File: config.mk
export PLATFORM = sky130hd
export DESIGN_NAME = spi_reg_arbiter
export DESIGN_NICKNAME = d
export VERILOG_FILES = /design/src/rtl/spi_arb_pkg.sv /design/src/rtl/spi_reg_bank.sv /design/src/rtl/spi_reg_arbiter.sv
export SDC_FILE = /design/constraint.sdc
export NUM_CORES = 1
export LEC_CHECK = 0
export ABC_AREA = 1
export BUFFER_PORTS_ARGS = -buffer_cell sky130_fd_sc_hd__buf_2
export CAP_MARGIN = 20
export CELL_PAD_IN_SITES_DETAIL_PLACEMENT = 0
export CELL_PAD_IN_SITES_GLOBAL_PLACEMENT = 1
export CORE_MARGIN = 2
export CORE_UTILIZATION = 35
export DETAILED_ROUTE_END_ITERATION = 12
export GPL_ROUTABILITY_DRIVEN = 0
export PLACE_DENSITY_LB_ADDON = 0.15
export SLEW_MARGIN = 20
export SYNTH_ARGS = -nofsm -noshare
export SYNTH_HDL_FRONTEND = slang
export SYNTH_SLANG_ARGS = --single-unit
export TNS_END_PERCENT = 5
File: constraint.sdc
create_clock -name clk -period 3.5 [get_ports clk]
set_input_delay 0.175 -clock clk [delete_from_list [all_inputs] [get_ports clk]]
set_output_delay 0.175 -clock clk [all_outputs]
set_load 0.02 [all_outputs]
File: src/rtl/spi_arb_pkg.sv
// Shared types and constants for the SPI register-bank arbiter.
package spi_arb_pkg;

  typedef enum logic {
    IDLE   = 1'b0,
    ACCESS = 1'b1
  } arb_state_e;

  localparam logic PORT_SPI = 1'b0;
  localparam logic PORT_AUX = 1'b1;

  // Bit positions inside the status byte; the low nibble is always zero.
  localparam int ST_OVF  = 7;
  localparam int ST_PEND = 6;
  localparam int ST_BUSY = 5;
  localparam int ST_LAST = 4;

endpackage

File: src/rtl/spi_reg_bank.sv
// Register bank: one synchronous write port, one combinational read port and a flat view.
module spi_reg_bank #(
  parameter int ADDR_W = 3,
  parameter int REG_W  = 8
) (
  input  logic                          clk_i,
  input  logic                          rstb_i,
  input  logic                          we_i,
  input  logic [ADDR_W-1:0]             waddr_i,
  input  logic [REG_W-1:0]              wdata_i,
  input  logic [ADDR_W-1:0]             raddr_i,
  output logic [REG_W-1:0]              rdata_o,
  output logic [REG_W*(2**ADDR_W)-1:0]  regs_o
);

  localparam int DEPTH = 2**ADDR_W;

  logic [REG_W-1:0] mem_q [DEPTH];

  always_ff @(posedge clk_i) begin
    if (!rstb_i) begin
      for (int i = 0; i < DEPTH; i++) mem_q[i] <= '0;
    end else if (we_i) begin
      mem_q[waddr_i] <= wdata_i;
    end
  end

  assign rdata_o = mem_q[raddr_i];

  for (genvar g = 0; g < DEPTH; g++) begin : g_flat
    assign regs_o[g*REG_W +: REG_W] = mem_q[g];
  end

endmodule

File: src/rtl/spi_reg_arbiter.sv
// Two-port arbiter in front of the register bank: posted SPI writes (port 0) vs. request/ack port 1.
// Define SPI_ARB_ROUND_ROBIN_EN for round-robin arbitration; otherwise port 0 has fixed priority.
module spi_reg_arbiter
  import spi_arb_pkg::*;
#(
  parameter int ADDR_W = 3,
  parameter int REG_W  = 8
) (
  input  logic                          clk,
  input  logic                          rstb,
  input  logic                          ena,
  input  logic                          we0,
  input  logic [ADDR_W-1:0]             addr0,
  input  logic [REG_W-1:0]              wdata0,
  output logic [REG_W-1:0]              rdata0,
  input  logic                          req1,
  input  logic                          wr_rdn1,
  input  logic [ADDR_W-1:0]             addr1,
  input  logic [REG_W-1:0]              wdata1,
  output logic                          ack1,
  output logic [REG_W-1:0]              rdata1,
  input  logic                          ovf_clr,
  output logic [REG_W*(2**ADDR_W)-1:0]  regs,
  output logic [7:0]                    status
);

  arb_state_e        state_q;
  logic              gnt_q, lastGrant_q, ack1_q, req1_q;
  logic              pend_q, pend_d, ovf_q, ovf_d;
  logic [ADDR_W-1:0] pendAddr_q, pendAddr_d;
  logic [REG_W-1:0]  pendData_q, pendData_d;
  logic              cand0, cand1, winner, draining, newOvf;
  logic              bankWe;
  logic [ADDR_W-1:0] bankAddr;
  logic [REG_W-1:0]  bankData;

  // req1 is registered so it lines up with pending0, which also appears a cycle after its strobe.
  assign cand0    = pend_q;
  assign cand1    = req1_q & req1;
  assign draining = (state_q == ACCESS) && (gnt_q == PORT_SPI);

`ifdef SPI_ARB_ROUND_ROBIN_EN
  assign winner = (cand0 & cand1) ? ~lastGrant_q : cand1;
`else
  assign winner = cand1 & ~cand0;
`endif

  always_comb begin
    pend_d     = pend_q;
    pendAddr_d = pendAddr_q;
    pendData_d = pendData_q;
    newOvf     = 1'b0;
    if (draining) pend_d = 1'b0;
    if (we0) begin
      if (!pend_q || draining) begin
        pend_d     = 1'b1;
        pendAddr_d = addr0;
        pendData_d = wdata0;
      end else begin
        newOvf = 1'b1;
      end
    end
    ovf_d = newOvf | (ovf_q & ~ovf_clr);
  end

  always_ff @(posedge clk) begin
    if (!rstb) begin
      state_q     <= IDLE;
      gnt_q       <= PORT_SPI;
      lastGrant_q <= PORT_AUX;
      ack1_q      <= 1'b0;
      req1_q      <= 1'b0;
      pend_q      <= 1'b0;
      pendAddr_q  <= '0;
      pendData_q  <= '0;
      ovf_q       <= 1'b0;
    end else if (ena) begin
      req1_q     <= req1 & ~((state_q == ACCESS) && (gnt_q == PORT_AUX));
      pend_q     <= pend_d;
      pendAddr_q <= pendAddr_d;
      pendData_q <= pendData_d;
      ovf_q      <= ovf_d;
      case (state_q)
        IDLE: begin
          if (cand0 | cand1) begin
            state_q <= ACCESS;
            gnt_q   <= winner;
            ack1_q  <= winner;
          end
        end
        ACCESS: begin
          state_q     <= IDLE;
          lastGrant_q <= gnt_q;
          ack1_q      <= 1'b0;
        end
        default: state_q <= IDLE;
      endcase
    end
  end

  assign bankWe   = ena && (state_q == ACCESS) && ((gnt_q == PORT_SPI) || wr_rdn1);
  assign bankAddr = (gnt_q == PORT_AUX) ? addr1  : pendAddr_q;
  assign bankData = (gnt_q == PORT_AUX) ? wdata1 : pendData_q;

  spi_reg_bank #(
    .ADDR_W (ADDR_W),
    .REG_W  (REG_W)
  ) u_bank (
    .clk_i   (clk),
    .rstb_i  (rstb),
    .we_i    (bankWe),
    .waddr_i (bankAddr),
    .wdata_i (bankData),
    .raddr_i (addr0),
    .rdata_o (rdata0),
    .regs_o  (regs)
  );

  assign ack1   = ack1_q & ena;
  assign rdata1 = regs[addr1*REG_W +: REG_W];

  always_comb begin
    status          = '0;
    status[ST_OVF]  = ovf_q;
    status[ST_PEND] = pend_q;
    status[ST_BUSY] = (state_q == ACCESS);
    status[ST_LAST] = lastGrant_q;
  end

endmodule

==> results.cfg, run 1 <==
[status]
status = completed

[worst_setup_path]
cp_max_fo = 36
critical_path_class = reg2reg
endpoint_kind = flip-flop
cp.arrival_ns = 2.44
rrSetupSlack_ns = 1.01
reg2reg_depth = 6
r2r_start = gnt_q
rr_endpoint = u_bank.mem_q[0][1]
cp-start-kind = flip-flop
cp.required_ns = 3.45

[synth]
yosysTopAreaCell = edfxtp_1
synthTopCellsByArea = edfxtp_1 (36%), nand2_1 (18%), nor3_2 (7.7%)
syn_area_um2 = 5300
syn_inst = 686
yosysSeqAreaShare_pct = 43.0
yosys_warnings = 0
ys_types = 27
ys_ff_latch = 82
avgSynthCellArea_um2 = 7.73
yosysTopAreaCellShare_pct = 36.2

[drt]
drtIter0Drc = 340
drc_errors = 0
ant_nets = 0
firstDrtPassIters = 4
routedWlPerCell_um = 17.0
num_vias = 4623
routed_wl_um = 16300
viasPerCell = 4.82

[timing]
final_hold_viol_count = 0
fin_setup_tns_ns = 0
finalSetupViolations = 0
rsz0062_at_grt = false
setup_ws_ns = 1.01
timing.fmax_mhz = 402
whs_ns = 0.115
period_minus_slack_ns = 2.49
min_period_over_period_pct = 71.1
worstMarginPinSlew_ns = 0.995
skew_ns = 0.00527
drv_slew = 0
timing.slew.headroom_pct = 33.0

[layout]
antennaDiodeCount = 0
fin_nets = 801
fillers = 1524
final_common_cell = nand2_1
finalNonFillerCells = 960
drive_gt1_share_pct = 26.4
final_core_util_pct = 42.4
final_cell_mix = nand2_1 (250), buf_2 (113), inv_1 (90)
fin_area_um2 = 6210
areaGrowthSynthToFinish_pct = 17.2

[pwr]
p_leak_nw = 2.98
power_density_nw_per_um2 = 429
irDropWorstVdd_mv = 0.222
power_mw = 2.66

[cts]
postCtsSetupRepairBufs = 0
clk-insertion-delay-late_ns = 0.33
cts.root.buffer_cell = clkbuf_16
numCtsBuffers = 9
ctsHoldBuffers = 0
ctsResizeCount = 0
htreeDepth = 3
clock_path_buffers = 2
clkTransAtPathRegs_ns = 0.06
clock_sinks = 82
cts_tree = yes

[floorplan]
fp.dieW_um = 127
initial_core_util_pct = 36.2
die_h_um = 127
rows = 44
design.die.area_um2 = 16200
coreArea_um2 = 14600
io-pin-count = 118

[min_path]
min_to = ovf_q
hp-class = in2reg
holdPathStages = 4
hold_start = ovf_clr

[global_route]
grtUsageTotal_pct = 20.1
grt_max_degree = 37
overflow = 0
grt_first_pass_wirelength_um = 24700
grt_pass1_vias = 4387
antenna_found_initial = 0

[placement]
port_buffers = 113
postPlaceCellArea_um2 = 5850
place_ws_ns = 0.979
place_inst = 944
dp_hpwl_um = 12400

[run]
cap_violations = 0
-- how the worst max path moves through the flow --
| stage | start | endpoint | slack [ns] | depth (start not counted) |
|---|---|---|---|---|
| after floorplan | gnt_q | u_bank.mem_q[0][0] | 1.69 | 5 |
| after global placement | gnt_q | u_bank.mem_q[0][4] | 1.09 | 6 |
| after detailed placement | gnt_q | u_bank.mem_q[0][7] | 0.98 | 6 |
| after CTS | gnt_q | u_bank.mem_q[0][1] | 0.97 | 6 |
| after global routing | gnt_q | u_bank.mem_q[2][5] | 0.81 | 6 |
| final | gnt_q | u_bank.mem_q[0][1] | 1.01 | 6 |
-- layer usage --
| layer | share of wire, % | vias to the layer above | track usage (%) | routed length (um) |
|---|---|---|---|---|
| li1 | - | 2342 | - | - |
| met1 | 47 | 2148 | 28.2 | 7660 |
| met2 | 48 | 121 | 33.6 | 7880 |
| met3 | 4.0 | 12 | 2.68 | 659 |
| met4 | 0.86 | 0 | 3.75 | 141 |
| met5 | 0 | - | 0 | 0 |
-- synth_stat cells --
master	n
buf_4	10
nand3_1	77
nand2_4	10
clkinv_1	2
conb_1	1
nor3_1	24
buf_6	9
inv_2	3
nor3_2	41
o21ai_2	1
nand2_2	3
dfxtp_1	18
o21ai_0	10
nand4_1	2
nor2_4	1
buf_8	1
edfxtp_1	64
o21ai_4	7
nor2_2	1
nand3_2	1
clkinv_2	1
buf_2	19
inv_1	90
nor2_1	14
nand2_1	250
clkbuf_1	10
a21oi_1	16
-- critical path, cell delays in order (launching register included) --
cell,delay (ns)
dfxtp_1,0.53
inv_2,0.15
nand2_1,0.10
nand2_2,0.07
inv_2,0.07
nand2_4,0.28
o21ai_0,0.89
-- cells by family (layout without fill, tap and decap cells) --
| family | after synthesis | count (layout) | share of synthesized area [%] |
|---|---|---|---|
| other cells | 1 | 4 | 0.0707 |
| compound gates | 34 | 34 | 4.77 |
| simple gates | 424 | 424 | 39.2 |
| buf+inv | 145 | 232 | 12.9 |
| flops | 82 | 82 | 43.0 |
-- state kept, by name, indices dropped and copies added (netlist names) --
name and flops:
pendData_q 8, gnt_q 1, state_q 1, u_bank.mem_q 64, pendAddr_q 3, cand0 1, lastGrant_q 1, ack1_q 1
req1_q 1, ovf_q 1
-- final cells by class --
type	count	area, um^2	share of cell area, %
Timing Repair Buffer	121	653	10.5
Multi-Input combinational cell	462	2350	37.8
Clock inverter	6	115	1.85
Tap cell	184	230	3.71
Inverter	96	362	5.82
Sequential cell	82	2280	36.7
Clock buffer	9	225	3.62
-- power by group --
part / switching, mW / total (mW) / leakage, nW / internal [mW]
clock: 0.371 / 1.07 / 0.162 / 0.696
sequential: 0.0391 / 1.13 / 0.810 / 1.09
combinational: 0.339 / 0.471 / 2.01 / 0.133
total: 0.749 / 2.66 / 2.98 / 1.92
No activity file was read; power rests on OpenSTA's default activity.
==> run 2: changes to the inputs <==
ABC_AREA = 0   (was 1)
clock period = 2.07 ns   (was 3.5 ns; I/O delays follow)
==> results.cfg, run 2 <==
[status]
status = completed

[drt]
drtIter0Drc = 223
routedWlPerCell_um = 20.3
viasPerCell = 5.39
routed_wl_um = 14200
firstDrtPassIters = 4
drc_errors = 0
ant_nets = 0
num_vias = 3775

[timing]
min_period_over_period_pct = 89.2
worstMarginPinSlew_ns = 0.766
fin_setup_tns_ns = 0
timing.fmax_mhz = 541
skew_ns = 0.00358
final_hold_viol_count = 0
finalSetupViolations = 0
rsz0062_at_grt = false
drv_slew = 0
timing.slew.headroom_pct = 48.5
period_minus_slack_ns = 1.85

[pwr]
internal_power_mw = 3.02
switching_share_pct = 25.5
p_seq_share_pct = 46.7
p_leak_nw = 2.40
irDropWorstVdd_mv = 0.330
combPwrFrac_pct = 15.5
p_sw_mw = 1.03
power_mw = 4.05
power_density_nw_per_um2 = 685
p_clk_share_pct = 37.8

[worst_setup_path]
r2r_start = gnt_q
cp_max_fo = 3
rr_endpoint = u_bank.mem_q[4][4]
cp.arrival_ns = 1.74
cp.required_ns = 1.97
rrSetupSlack_ns = 0.31
reg2reg_depth = 5
critical_path_class = reg2out
cp-start-kind = flip-flop
endpoint_kind = primary output

[min_path]
holdPathStages = 3
min_to = pendData_q[0]
hp-class = in2reg
hold_start = wdata0[0]

[synth]
yosysTopAreaCell = edfxtp_1
ys_types = 42
syn_inst = 403
synth_edf_count = 64
yosysTopAreaCellShare_pct = 40.2
avgSynthCellArea_um2 = 11.9
syn_area_um2 = 4780
synthTopCellsByArea = edfxtp_1 (40%), mux4_1 (8.8%), dfxtp_1 (7.5%)
synth_most_common_cell = nor2_1
ys_ff_latch = 82
async_flop_share_pct = 0
yosysSeqAreaShare_pct = 47.7
synthTopCellsByCount = nor2_1 (84), edfxtp_1 (64), nand2_1 (31)
yosys_warnings = 0
synth_ff_type = edfxtp_1

[cts]
numCtsBuffers = 9
clock_sinks = 82
clock_path_buffers = 2
cts.root.buffer_cell = clkbuf_16
cts_tree = yes
ctsHoldBuffers = 4
clk-insertion-delay-late_ns = 0.34
clkTransAtPathRegs_ns = 0.06
ctsResizeCount = 0
htreeDepth = 3
postCtsSetupRepairBufs = 0

[floorplan]
io-pin-count = 118
initial_core_util_pct = 36.0
design.die.area_um2 = 14600
coreArea_um2 = 13300
fp.dieW_um = 121
rows = 42
die_h_um = 121

[layout]
top_regs = u_bank.mem_q (64), pendData_q (8), pendAddr_q (3)
final_common_cell = buf_2
drive_gt1_share_pct = 36.1
areaGrowthSynthToFinish_pct = 23.7
final_cell_mix = buf_2 (113), nor2_1 (84), edfxtp_1 (64)
antennaDiodeCount = 0
fillers = 1275
largest_reg_flops = 64
largest_register = u_bank.mem_q
finalNonFillerCells = 700
fin_nets = 549

[run]
cap_violations = 0

[placement]
port_buffers = 113
place_inst = 681
dp_hpwl_um = 9960

[global_route]
grt_max_degree = 46
overflow = 0
antenna_found_initial = 0
grt_pass1_vias = 3600
grtUsageTotal_pct = 19.8
grt_first_pass_wirelength_um = 21300
-- run 2: cell type report --
class	instances	area (um^2)	share of cell area (%)
multi-input cells	278	2260	38.2
inverters	2	7.51	0.127
repair buffers	147	868	14.7
clock buffers	11	233	3.94
clock inverters	4	43.8	0.741
well taps	176	220	3.72
flip-flops and latches	82	2280	38.6
-- run 2: worst max-delay path: stages, from the launching register on --
cell      delay, ns
edfxtp_1       0.46
mux4_1         0.53
mux2_2         0.27
buf_2          0.15
-- run 2: layer usage --
layer / share of wire, % / vias up / global-route usage (%)
li1: - / 1756 / -
met2: 49 / 145 / 33.1
met4: 1.6 / 0 / 8.87
met3: 6.8 / 13 / 2.87
met5: 0 / - / 0
met1: 42 / 1861 / 25.5
-- run 2: metrics by stage --
| step | area, um^2 | worst slack, ns | hold WS [ns] | utilization, % |
|---|---|---|---|---|
| after floorplan | 4790 | 0.0287 | 0.246 | - |
| after global placement | 5600 | 0.314 | 0.353 | 42.1 |
| after detailed placement | 5600 | 0.313 | 0.356 | 42.1 |
| after CTS | 5910 | 0.211 | 0.00189 | 44.5 |
| after global routing | 5910 | 0.171 | 0.0367 | 44.5 |
| final | 5910 | 0.223 | 0.00867 | 44.5 |
-- run 2: cell families (layout without fill, tap and decap cells) --
kind of cell / Yosys count / after routing / share of synthesized area, %
AO/OA/AOI/OAI: 42 / 42 / 6.65
buffers and inverters: 46 / 164 / 5.26
flip-flops: 82 / 82 / 47.7
multiplexers: 59 / 59 / 22.4
other: 1 / 4 / 0.0784
AND/OR/NAND/NOR: 173 / 173 / 17.9
-- run 2: worst max-delay path by stage --
stage	start	to	slack (ns)
floorplan	state_q	u_bank.mem_q[7][0]	0.03
global placement	state_q	u_bank.mem_q[1][7]	0.31
detailed placement	gnt_q	u_bank.mem_q[4][5]	0.31
CTS	u_bank.mem_q[0][4]	rdata0[4]	0.21
global route	u_bank.mem_q[0][6]	rdata0[6]	0.17
finish	u_bank.mem_q[0][6]	rdata0[6]	0.22
-- run 2: power groups by stage --
stage	Combinational [mW]	Clock, mW	Sequential [mW]
after floorplan	0.357	0	1.96
final	0.629	1.53	1.89
after global placement	0.621	0	1.92
after CTS	0.635	1.57	1.89
after global routing	0.672	1.62	1.90
after detailed placement	0.628	0	1.92
